`config.mk`:
```
export PLATFORM = sky130hd
export DESIGN_NAME = ras_ctrl
export DESIGN_NICKNAME = d
export VERILOG_FILES = /design/src/rtl/ras_ctrl.sv
export SDC_FILE = /design/constraint.sdc
export NUM_CORES = 1
export LEC_CHECK = 0
export BUFFER_PORTS_ARGS = -buffer_cell sky130_fd_sc_hd__buf_2
export CAP_MARGIN = 15
export CORE_ASPECT_RATIO = 0.75
export CORE_MARGIN = 5
export CORE_UTILIZATION = 50
export CTS_CLUSTER_DIAMETER = 30
export DETAILED_ROUTE_END_ITERATION = 10
export PLACE_DENSITY = 0.92
export SYNTH_ARGS = -nofsm -noshare
export SYNTH_HDL_FRONTEND = slang
export SYNTH_SLANG_ARGS = --single-unit
```
`constraint.sdc`:
```
create_clock -name clk -period 5 [get_ports clk]
set_clock_uncertainty 0.15 [all_clocks]
set_input_delay 0.5 -clock clk [delete_from_list [all_inputs] [get_ports clk]]
set_output_delay 0.5 -clock clk [all_outputs]
set_load 0.01 [all_outputs]
```
`src/rtl/ras_ctrl.sv`:
```
// Fetch-stage return-address-stack driver: predecodes JAL/JALR, drives ras push/pop and
// turns a popped address into a held fetch redirect under a valid/ready handshake.
module ras_ctrl #(
  parameter int USE_X5 = 1,
  parameter int CNT_W  = 16
) (
  input  logic             clk,
  input  logic             rst,
  input  logic             if_valid,
  output logic             if_ready,
  input  logic [31:0]      if_pc,
  input  logic [31:0]      if_instr,
  input  logic             flush,
  output logic             ras_push,
  output logic             ras_pop,
  output logic [31:0]      ras_wdata,
  input  logic [31:0]      ras_rdata,
  input  logic             ras_valid,
  input  logic             ras_empty,
  input  logic             ras_full,
  output logic             redir_valid,
  output logic [31:0]      redir_pc,
  input  logic             redir_ready,
  output logic [CNT_W-1:0] ret_pred_cnt,
  output logic [CNT_W-1:0] ret_miss_cnt
);
  localparam logic [1:0] S_IDLE  = 2'd0;
  localparam logic [1:0] S_PUSH2 = 2'd1;
  localparam logic [1:0] S_REDIR = 2'd2;

  logic [1:0]  state;
  logic [31:0] push_addr;

  logic [6:0]  opcode;
  logic [4:0]  rd, rs1;
  logic [2:0]  funct3;
  logic        link_rd, link_rs1, is_jal, is_jalr;
  logic        dec_push, dec_pop, dec_ptp;
  logic        accept, push2, pop_hit, pop_miss, take;
  logic [31:0] ret_addr;
  logic        unused_in;

  function automatic logic is_link(input logic [4:0] r);
    return (r == 5'd1) || ((USE_X5 != 0) && (r == 5'd5));
  endfunction

  assign opcode   = if_instr[6:0];
  assign rd       = if_instr[11:7];
  assign funct3   = if_instr[14:12];
  assign rs1      = if_instr[19:15];
  assign link_rd  = is_link(rd);
  assign link_rs1 = is_link(rs1);
  assign is_jal   = (opcode == 7'b1101111);
  assign is_jalr  = (opcode == 7'b1100111) && (funct3 == 3'b000);

  // rd==rs1 with both links is a plain call; differing links make a coroutine swap
  assign dec_push = (is_jal & link_rd) | (is_jalr & link_rd & (~link_rs1 | (rd == rs1)));
  assign dec_pop  = is_jalr & link_rs1 & (~link_rd | (rd != rs1));
  assign dec_ptp  = is_jalr & link_rd & link_rs1 & (rd != rs1);

  assign ret_addr  = if_pc + 32'd4;
  assign if_ready  = (state == S_IDLE) & ~flush;
  assign accept    = if_valid & if_ready;
  assign push2     = (state == S_PUSH2) & ~flush;
  assign ras_push  = (accept & dec_push) | push2;
  assign ras_pop   = accept & dec_pop;
  assign ras_wdata = push2 ? push_addr : ((accept & dec_push) ? ret_addr : 32'd0);
  assign pop_hit   = ras_pop & ras_valid;
  assign pop_miss  = ras_pop & ~ras_valid & ras_empty;
  assign take      = redir_valid & redir_ready;

  // The ras discards pushes when full, so the full flag never stalls fetch.
  assign unused_in = ^{ras_full, if_instr[31:20]};

  always_ff @(posedge clk or negedge rst) begin
    if (!rst) begin
      state       <= S_IDLE;
      redir_valid <= 1'b0;
      redir_pc    <= 32'd0;
      push_addr   <= 32'd0;
    end else if (flush) begin
      state       <= S_IDLE;
      redir_valid <= 1'b0;
    end else begin
      case (state)
        S_IDLE: begin
          if (pop_hit) begin
            redir_valid <= 1'b1;
            redir_pc    <= ras_rdata & ~32'd1;
          end
          if (accept & dec_ptp) begin
            push_addr <= ret_addr;
            state     <= S_PUSH2;
          end else if (pop_hit) begin
            state <= S_REDIR;
          end
        end
        S_PUSH2: begin
          if (take) begin
            redir_valid <= 1'b0;
            state       <= S_IDLE;
          end else begin
            state <= redir_valid ? S_REDIR : S_IDLE;
          end
        end
        S_REDIR: begin
          if (take) begin
            redir_valid <= 1'b0;
            state       <= S_IDLE;
          end
        end
        default: state <= S_IDLE;
      endcase
    end
  end

  // Statistics saturate rather than wrap so long runs stay meaningful.
  always_ff @(posedge clk or negedge rst) begin
    if (!rst) begin
      ret_pred_cnt <= '0;
      ret_miss_cnt <= '0;
    end else begin
      if (pop_hit && (ret_pred_cnt != {CNT_W{1'b1}}))
        ret_pred_cnt <= ret_pred_cnt + 1'b1;
      if (pop_miss && (ret_miss_cnt != {CNT_W{1'b1}}))
        ret_miss_cnt <= ret_miss_cnt + 1'b1;
    end
  end
endmodule
```
Word-level counts from Yosys, hierarchy flattened
Cells that the tools add are included.
{"block": "word_totals", "rom_bits": 0, "memories": 0, "in_bits": 104, "output_inout_bits": 100, "latchBits": 0, "register_bits": 98, "elab_cells": 76, "mem_bits_rw": 0}
{"block": "op_classes", "shift": 0, "addsub": 3, "n_eq_ne": 16, "muxes": 13, "n_reduce_logical": 13, "bitwise": 25, "n_mul": 0, "order_cmp": 0, "div": 0}
{"operator": "two-way mux 32 bit", "n": 2}
{"operator": "adder 16 x 1 -> 16 bit, second input constant", "n": 2}
{"operator": "adder 32 x 3 -> 32 bit, second input constant", "n": 1}
{"operator": "inequality test 16 bit, second input constant", "n": 2}
{"operator": "bitwise AND 1 bit", "n": 17}
{"operator": "== test 7 bit, second input constant", "n": 2}
{"operator": "two-way mux 2 bit", "n": 6}
{"operator": "== test 5 x 1 -> 1 bit, second input constant", "n": 2}
{"operator": "== test 5 x 3 -> 1 bit, second input constant", "n": 2}
{"operator": "AND reduction 3 bit", "n": 3}
{"operator": "inequality test 3 bit, second input constant", "n": 2}
{"operator": "case mux 2 bit (3 select lines)", "n": 1}
{"operator": "== test 5 bit", "n": 1}
{"operator": "inequality test 5 bit", "n": 1}
{"operator": "inequality test 4 x 3 -> 1 bit, second input constant", "n": 1}
{"operator": "NOT 1 bit", "n": 4}
{"operator": "OR 1 bit", "n": 4}
{"operator": "logical AND 1 bit", "n": 3}
{"operator": "logical NOT 3 bit", "n": 1}
{"operator": "two-way mux 1 bit", "n": 3}
{"operator": "inequality test 3 x 1 -> 1 bit, second input constant", "n": 1}
{"operator": "nonzero test 3 bit", "n": 1}
{"operator": "== test 2 x 1 -> 1 bit, second input constant", "n": 1}
{"operator": "== test 2 bit, second input constant", "n": 1}
{"operator": "other kinds (5)", "n": 6}

Depth between registers and ports, before layout
Gate-level depths: netlist (run 1).
{"block": "logic_depth", "ltp_word": 11, "depth_mapped": 9, "ltp_nobuf": 7}

Worst setup path before layout (run 1)
OpenSTA, ideal clock, no wires.
{"block": "synth_path", "kind": "input to output", "from": "input if_instr[8]", "to": "output ras_wdata[10]", "t_arrival_ns": 2.064, "path_stages": 5, "path_slack_ns": 2.286, "required_ns": 4.350, "path_buffers": 1, "path_cell_list": "or4b_1 -> and3b_1 -> o21ai_1 -> clkbuf_1 -> o31ai_1"}
{"block": "synth_via", "elab_chain_len": 8, "elab_cells_between_ends": 12, "classes_between": "eq/ne: 3; mux: 2; bitwise: 6; reduce/logical: 1"}
{"element": "start, declared", "line_no": "12", "source": "input logic [31:0] if_instr,"}
{"element": "== test 5 x 1 -> 1 bit / == test 5 x 3 -> 1 bit (equally long branches)", "line_no": "44", "source": "return (r == 5'd1) || ((USE_X5 != 0) && (r == 5'd5));"}
{"element": "logical OR 1 bit", "line_no": "44"}
{"element": "bitwise AND 1 bit (2 in series)", "line_no": "57", "source": "assign dec_push = (is_jal & link_rd) | (is_jalr & link_rd & (~link_rs1 | (rd == rs1)));"}
{"element": "OR 1 bit *", "line_no": "57"}
{"element": "bitwise AND 1 bit *", "line_no": "67", "source": "assign ras_wdata = push2 ? push_addr : ((accept & dec_push) ? ret_addr : 32'd0);"}
{"element": "two-way mux 32 bit * (2 in series)", "line_no": "67"}
{"element": "end, declared", "line_no": "16", "source": "output logic [31:0] ras_wdata,"}
Mark *: on every way between the ends. The rest lies on a longest branch, timed or not.

Final worst setup path (run 1)
{"block": "layout_path", "from": "input if_instr[8]", "to": "output ras_wdata[13]"}
Same word-level chain as after synthesis.

==> results of run 1 <==
-- where the power goes --
part	total, mW	leakage, nW	internal [mW]	switching, mW
Sequential	0.798	1.37	0.796	0.00202
Clock	0.673	0.147	0.362	0.310
Combinational	0.136	1.97	0.0556	0.0807
-- stage by stage --
stage | cells | power (mW) | setup WS (ns) | instance area [sq um]
finish | 853 | 1.61 | 1.91 | 6760
global route | 853 | 1.68 | 1.80 | 6760
CTS | 849 | 1.63 | 1.84 | 6720
detailed placement | 833 | 0.949 | 1.93 | 6420
global placement | 833 | 0.939 | 2.01 | 6420
floorplan | 535 | 0.869 | 2.29 | 5390
-- cell families (layout without fill, tap and decap cells) --
kind of cell	Yosys count	in the layout	synth area share (%)
AND/OR/NAND/NOR	219	219	23.1
other	1	3	0.0696
multiplexers	38	38	7.95
adder cells (fa/ha/maj)	6	6	1.39
buffers and inverters	37	217	3.16
AO/OA/AOI/OAI	75	75	8.85
flip-flops	98	98	45.5
XOR/XNOR	61	61	9.92
-- flip-flops by register name, summed over array words and instances, names as in the netlist --
name	cells
push_addr	32
ret_pred_cnt	16
ret_miss_cnt	16
redir_valid	1
redir_pc	31
state	2
-- area by class of cell --
class | count | area, sq um
fill | 847 | 3650
multi-input combinational | 400 | 2790
sequential | 98 | 2450
timing repair buffer | 196 | 1030
clock buffer | 10 | 239
tap | 136 | 170
clock inverter | 6 | 57.6
inverter | 5 | 18.8
antenna | 2 | 5.00
-- path summary, 6_finish.rpt --
path	start	end	slack [ns]	cells past startpoint
setup / recovery	if_instr[8]	ras_wdata[13]	1.91	7
hold / removal	rst	push_addr[23]	0.004	1
setup reg to reg	state[1]	ret_miss_cnt[1]	2.32	8
hold reg to reg	push_addr[23]	push_addr[23]	0.33	2
max in group asynchronous	rst	push_addr[20]	3.60	2
min in group clk	ras_rdata[8]	redir_pc[8]	0.24	2
-- routing by layer --
layer | global-route usage (%) | up-vias
li1 | - | 2253
met1 | 26.4 | 2302
met2 | 36.5 | 166
met3 | 4.15 | 38
met4 | 8.95 | 0
met5 | 0 | -
-- worst max-delay path, cell delays in order --
cell and delay, ns:
buf_2 0.11, or4b_1 0.65, and3b_1 0.30, o21ai_2 0.06, buf_4 0.25, o31ai_1 0.37
buf_2 0.20
-- layout by cell type (no fill, tap or decap), types with 7 or more instances in the layout --
cell type / count
and3_1: 13
and4_1: 9
buf_2: 187
buf_4: 7
clkbuf_16: 9
dfrtp_1: 98
mux2_2: 37
nand2_1: 92
nand3_1: 22
nand4_1: 16
nor2_1: 9
nor3_1: 11
nor3_2: 7
o21ai_0: 33
o31ai_1: 29
xnor2_1: 10
xor2_1: 51
==> results.py, run 1 <==
metrics = {
    "outcome": {
        "outcome": "complete, no violations",
    },
    "detailed_routing": {
        "detail_route.wirelength_um": 14100,
        "top_layer": "met4",
        "drt-wirelength-per-cell_um": 16.5,
        "remaining_drc_errors": 0,
        "route.layer.met1.wl_um": 5750,
        "met3_length_um": 824,
        "route.antenna.remaining_nets": 0,
        "first_pass_iters": 5,
        "met2WireLength_um": 7090,
        "viasPerCell": 5.58,
        "drt_first_iter_violations": 132,
        "vias": 4759,
    },
    "clock_network": {
        "clock_tree_from_tritoncts": "done",
        "root_buffer": "clkbuf_16",
        "clk_latency_ns": 0.34,
        "post-cts-setup-buffer-count": 0,
        "number_of_clock_buffers_inserted_by_tritoncts": 9,
        "cts_resized": 0,
        "cts_hold_buffers": 0,
        "clock_sink_count": 98,
        "cts-root-to-sink-buffers": 2,
        "maximum_level_of_the_cts_h_tree": 3,
        "clk_pin_slew_worst_paths_ns": 0.06,
    },
    "sta": {
        "post-route-period-util_pct": 61.8,
        "final_max_slew_viol_count": 0,
        "grt_setup_unrepaired": "no",
        "period_needed_ns": 3.09,
        "slew_headroom_pct": 56.5,
        "totalNegativeSetupSlack_ns": 0,
        "max_slew.worst_pin.slew_ns": 0.652,
        "fin_hold_ws_ns": 0.00409,
        "setup_viol_count_final": 0,
        "report.final.hold_viol_count": 0,
        "achievable-frequency_mhz": 324,
    },
    "yosys": {
        "synthesis.nets": 645,
        "syn-mean-instance-area_sq_um": 10.1,
        "synth.yosys.seq_area_share_pct": 45.5,
        "synth.top_cell.area_share_pct": 45.5,
        "yosys_most_used_dff": "dfrtp_1",
        "synth_enable_flop_cells": 0,
        "netlist_top_cells_count": "98 x dfrtp_1, 92 x nand2_1, 51 x xor2_1",
        "synth.area.top_cells": "dfrtp_1 46%, xor2_1 8.3%, mux2_2 7.7%",
        "synthDominantAreaCellType": "dfrtp_1",
        "synth_seq_cells": 98,
        "post_syn_area_sq_mm": 0.00539,
        "yosys_warnings": 0,
        "async_flop_share_pct": 100,
        "synth_cell_type_count": 49,
        "post_synthesis_cells": 535,
        "synthMostInstantiatedCell": "dfrtp_1",
    },
    "floorplanning": {
        "die_area_sq_mm": 0.0130,
        "design.portCount": 204,
        "core_sq_mm": 0.0104,
        "rows": 32,
        "dieHeight_um": 99.9,
        "floorplan.initialDensity_pct": 51.7,
        "die-width_um": 130,
    },
    "grt": {
        "initial_antenna_violation_count": 2,
        "globalRouteOverflowTotal": 0,
        "grt_first_pass_wirelength_um": 22600,
        "first_global_vias": 4735,
        "all_layer_global_routing_usage_pct": 21.3,
        "pin_count_of_the_biggest_net_entering_global_routing": 63,
    },
    "cells_and_area": {
        "final_layout_size_suffix_gt1_share_pct": 37.5,
        "syn_to_final_growth_pct": 25.6,
        "finalCoreUtilization_pct": 65.0,
        "final_net_count": 820,
    },
    "pwr": {
        "power.density_mw_per_mm2": 238,
        "peakVddDrop_mv": 0.176,
        "power_leakage_nw": 3.49,
    },
    "flow_run": {
        "maxCapViolCount": 0,
    },
    "critical_path": {
        "worst_setup_path_end_kind": "output port",
        "worstPathMaxFanout": 33,
        "timing.critical_path.from_type": "primary input",
        "worst-endpoint-arrival_ns": 2.44,
        "critical_path_class": "primary input to output port",
        "cp.required_ns": 4.35,
    },
    "min_path": {
        "hold_class": "primary input to async pin",
    },
    "placement": {
        "place_hpwl_um": 10800,
        "gpl.final_weighted_congestion": 0.858,
        "buffer_ports.inserted": 188,
    },
}
Note: power is estimated with default switching activity, not from simulation.
==> run 2, diff against run 1 <==
==> constraint.sdc (replaced) <==
create_clock -name clk -period 3.19 [get_ports clk]
set_clock_uncertainty 0.15 [all_clocks]
set_input_delay 0.319 -clock clk [delete_from_list [all_inputs] [get_ports clk]]
set_output_delay 0.319 -clock clk [all_outputs]
set_load 0.01 [all_outputs]
==> run 2 against run 1 <==
Clock-buffer cell count is the same. Sequential share of layout area is 0.21 points lower. Core utilization is 0.37 points higher. Die area stayed put. Sequential power rose by 57%. Critical endpoint is now ras_wdata[12]. Largest cell class unchanged. Global-route usage is 0.37 points higher. Combinational power grew 60%. Critical path depth grew 1. Largest power group unchanged. Clock power increased by 62%. Design area is 0.57% higher.
==> results.py, run 2 (same netlist as run 1, synthesis figures left out) <==
metrics = {
    "pwr": {
        "power.density_mw_per_mm2": 376,
        "design_power_total_mw": 2.56,
        "clock_power_share_pct": 42.6,
        "peakVddDrop_mv": 0.212,
        "share_seq_of_total_power_pct": 48.9,
        "power_leakage_nw": 3.50,
        "power.net_switching_mw": 0.602,
        "comb_power_share_pct": 8.5,
        "intPower_mw": 1.96,
        "switching_fraction_of_total_power_pct": 23.5,
    },
    "cells_and_area": {
        "finalCoreUtilization_pct": 65.3,
        "final_net_count": 822,
        "layout_common_cells": "187 x buf_2, 98 x dfrtp_1, 92 x nand2_1, 51 x xor2_1, 37 x mux2_2",
        "final-seq-area_sq_mm": 0.00245,
        "n_fill_cell": 859,
        "final_common_cell": "buf_2",
        "layout_top_registers": "push_addr (32), redir_pc (31)",
        "combined_area_of_the_multi_input_logic_cells_sq_mm": 0.00279,
        "largest_register_ff_count": 32,
        "syn_to_final_growth_pct": 26.3,
        "final_layout_size_suffix_gt1_share_pct": 37.4,
        "regMostFlops": "push_addr",
    },
    "critical_path": {
        "crit-reg2reg-capture": "ret_pred_cnt[14]",
        "reg2reg_setup_slack_ns": 0.58,
        "critical_path_depth": 8,
        "worst_setup_path_end_kind": "output port",
        "worstPathMaxFanout": 33,
        "cp.required_ns": 2.72,
        "critical_path_class": "flip-flop to output port",
        "path_cells": "inv_1 -> ha_1 -> and4b_1 -> and3b_1 -> o21ai_2 -> buf_4 -> o31ai_1 -> buf_2",
        "worst-r2r-cell-count": 6,
        "timing.critical_path.from_type": "flip-flop",
        "worst_r2r_startpoint": "ret_pred_cnt[6]",
        "crit_path_max_incr_delay_ns": 0.39,
        "worst-endpoint-arrival_ns": 2.44,
        "critPathLaunch": "state[1]",
        "worst-path-buf-inv": 3,
        "crit_path_end": "ras_wdata[12]",
        "worst_path_max_delay_cell": "dfrtp_1",
        "path_delay_family": "buffers and inverters",
    },
    "clock_network": {
        "root_buffer": "clkbuf_16",
        "clk_latency_ns": 0.34,
        "cts-root-to-sink-buffers": 2,
        "clk_pin_slew_worst_paths_ns": 0.07,
        "maximum_level_of_the_cts_h_tree": 3,
        "number_of_clock_buffers_inserted_by_tritoncts": 9,
        "clock_tree_from_tritoncts": "done",
        "clock_sink_count": 98,
        "cts_resized": 0,
    },
    "min_path": {
        "min_delay_path_depth": 2,
        "hold_class": "primary input to flip-flop",
        "timing.hold.worst.start": "ras_rdata[11]",
    },
    "outcome": {
        "outcome": "complete, no violations",
    },
    "floorplanning": {
        "die_area_sq_mm": 0.0130,
        "die-width_um": 130,
        "dieHeight_um": 99.9,
        "floorplan.initialDensity_pct": 51.7,
        "core_sq_mm": 0.0104,
        "design.portCount": 204,
        "rows": 32,
    },
    "detailed_routing": {
        "first_pass_iters": 6,
        "vias": 4790,
        "route.antenna.remaining_nets": 0,
        "viasPerCell": 5.60,
        "drt-wirelength-per-cell_um": 16.7,
        "detail_route.wirelength_um": 14300,
        "drt_first_iter_violations": 205,
        "remaining_drc_errors": 0,
    },
    "sta": {
        "grt_setup_unrepaired": "no",
        "totalNegativeSetupSlack_ns": 0,
        "achievable-frequency_mhz": 344,
        "slew_headroom_pct": 54.2,
        "max_slew.worst_pin.slew_ns": 0.683,
        "report.final.hold_viol_count": 0,
        "final_max_slew_viol_count": 0,
        "setup_viol_count_final": 0,
        "period_needed_ns": 2.91,
        "post-route-period-util_pct": 91.2,
    },
    "grt": {
        "first_global_vias": 4795,
        "initial_antenna_violation_count": 2,
        "all_layer_global_routing_usage_pct": 21.7,
        "pin_count_of_the_biggest_net_entering_global_routing": 63,
        "globalRouteOverflowTotal": 0,
        "grt_first_pass_wirelength_um": 22800,
    },
    "placement": {
        "buffer_ports.inserted": 188,
        "place_hpwl_um": 10900,
        "gpl.final_weighted_congestion": 0.849,
    },
    "flow_run": {
        "maxCapViolCount": 0,
    },
}
run 2: per-layer routing:
layer | GRT usage, % | part of all wire (%) | vias up
li1 | - | - | 2253
met1 | 26.8 | 40 | 2295
met2 | 36.4 | 50 | 203
met3 | 4.52 | 6.6 | 39
met4 | 10.4 | 3.1 | 0
met5 | 0 | 0 | -
run 2: timing repair:
action,4_1_cts,5_1_grt
buffers inserted,0,0
hold buffers,1,0
setup endpoints to repair,0,0
endpoints found under the hold margin,45,0
run 2: worst reg2reg max path: stages, from the launching register on:
cell,delay (ns)
dfrtp_1,0.45
and4_1,0.29
nand4_1,0.34
nor3_2,0.70
buf_4,0.31
nor4b_1,0.09
xor2_1,0.16
run 2: how the worst min path moves through the flow:
| stage | to | slack [ns] |
|---|---|---|
| floorplan | push_addr[0] | -0.13 |
| global placement | push_addr[26] | 0.20 |
| detailed placement | push_addr[24] | 0.22 |
| CTS | redir_valid | 0.04 |
| global route | redir_pc[11] | 0.05 |
| finish | redir_pc[11] | 0.06 |
run 2: per-stage QoR:
step                area [sq um]  cells  hold WS [ns]  setup WS (ns)
finish                      6800    855        0.0601          0.282
CTS                         6800    853        0.0390          0.271
floorplan                   5390    535        -0.127          0.838
global route                6800    855        0.0506          0.162
global placement            6480    836         0.197          0.566
detailed placement          6480    836         0.219          0.440
run 2: power groups by stage:
stage | Sequential, mW | Combinational [mW] | Clock, mW
final | 1.25 | 0.218 | 1.09
after global placement | 1.27 | 0.200 | 0
after global routing | 1.25 | 0.244 | 1.18
after floorplan | 1.27 | 0.0871 | 0
after detailed placement | 1.28 | 0.215 | 0
after CTS | 1.25 | 0.219 | 1.12
run 2: cell type report:
class                      count  share of cell area [%]
multi-input combinational    400                    41.0
sequential                    98                    36.1
timing repair buffer         198                    15.6
clock buffer                  10                    3.37
tap                          136                    2.50
clock inverter                 6                    1.10
inverter                       5                   0.276
antenna                        2                  0.0736
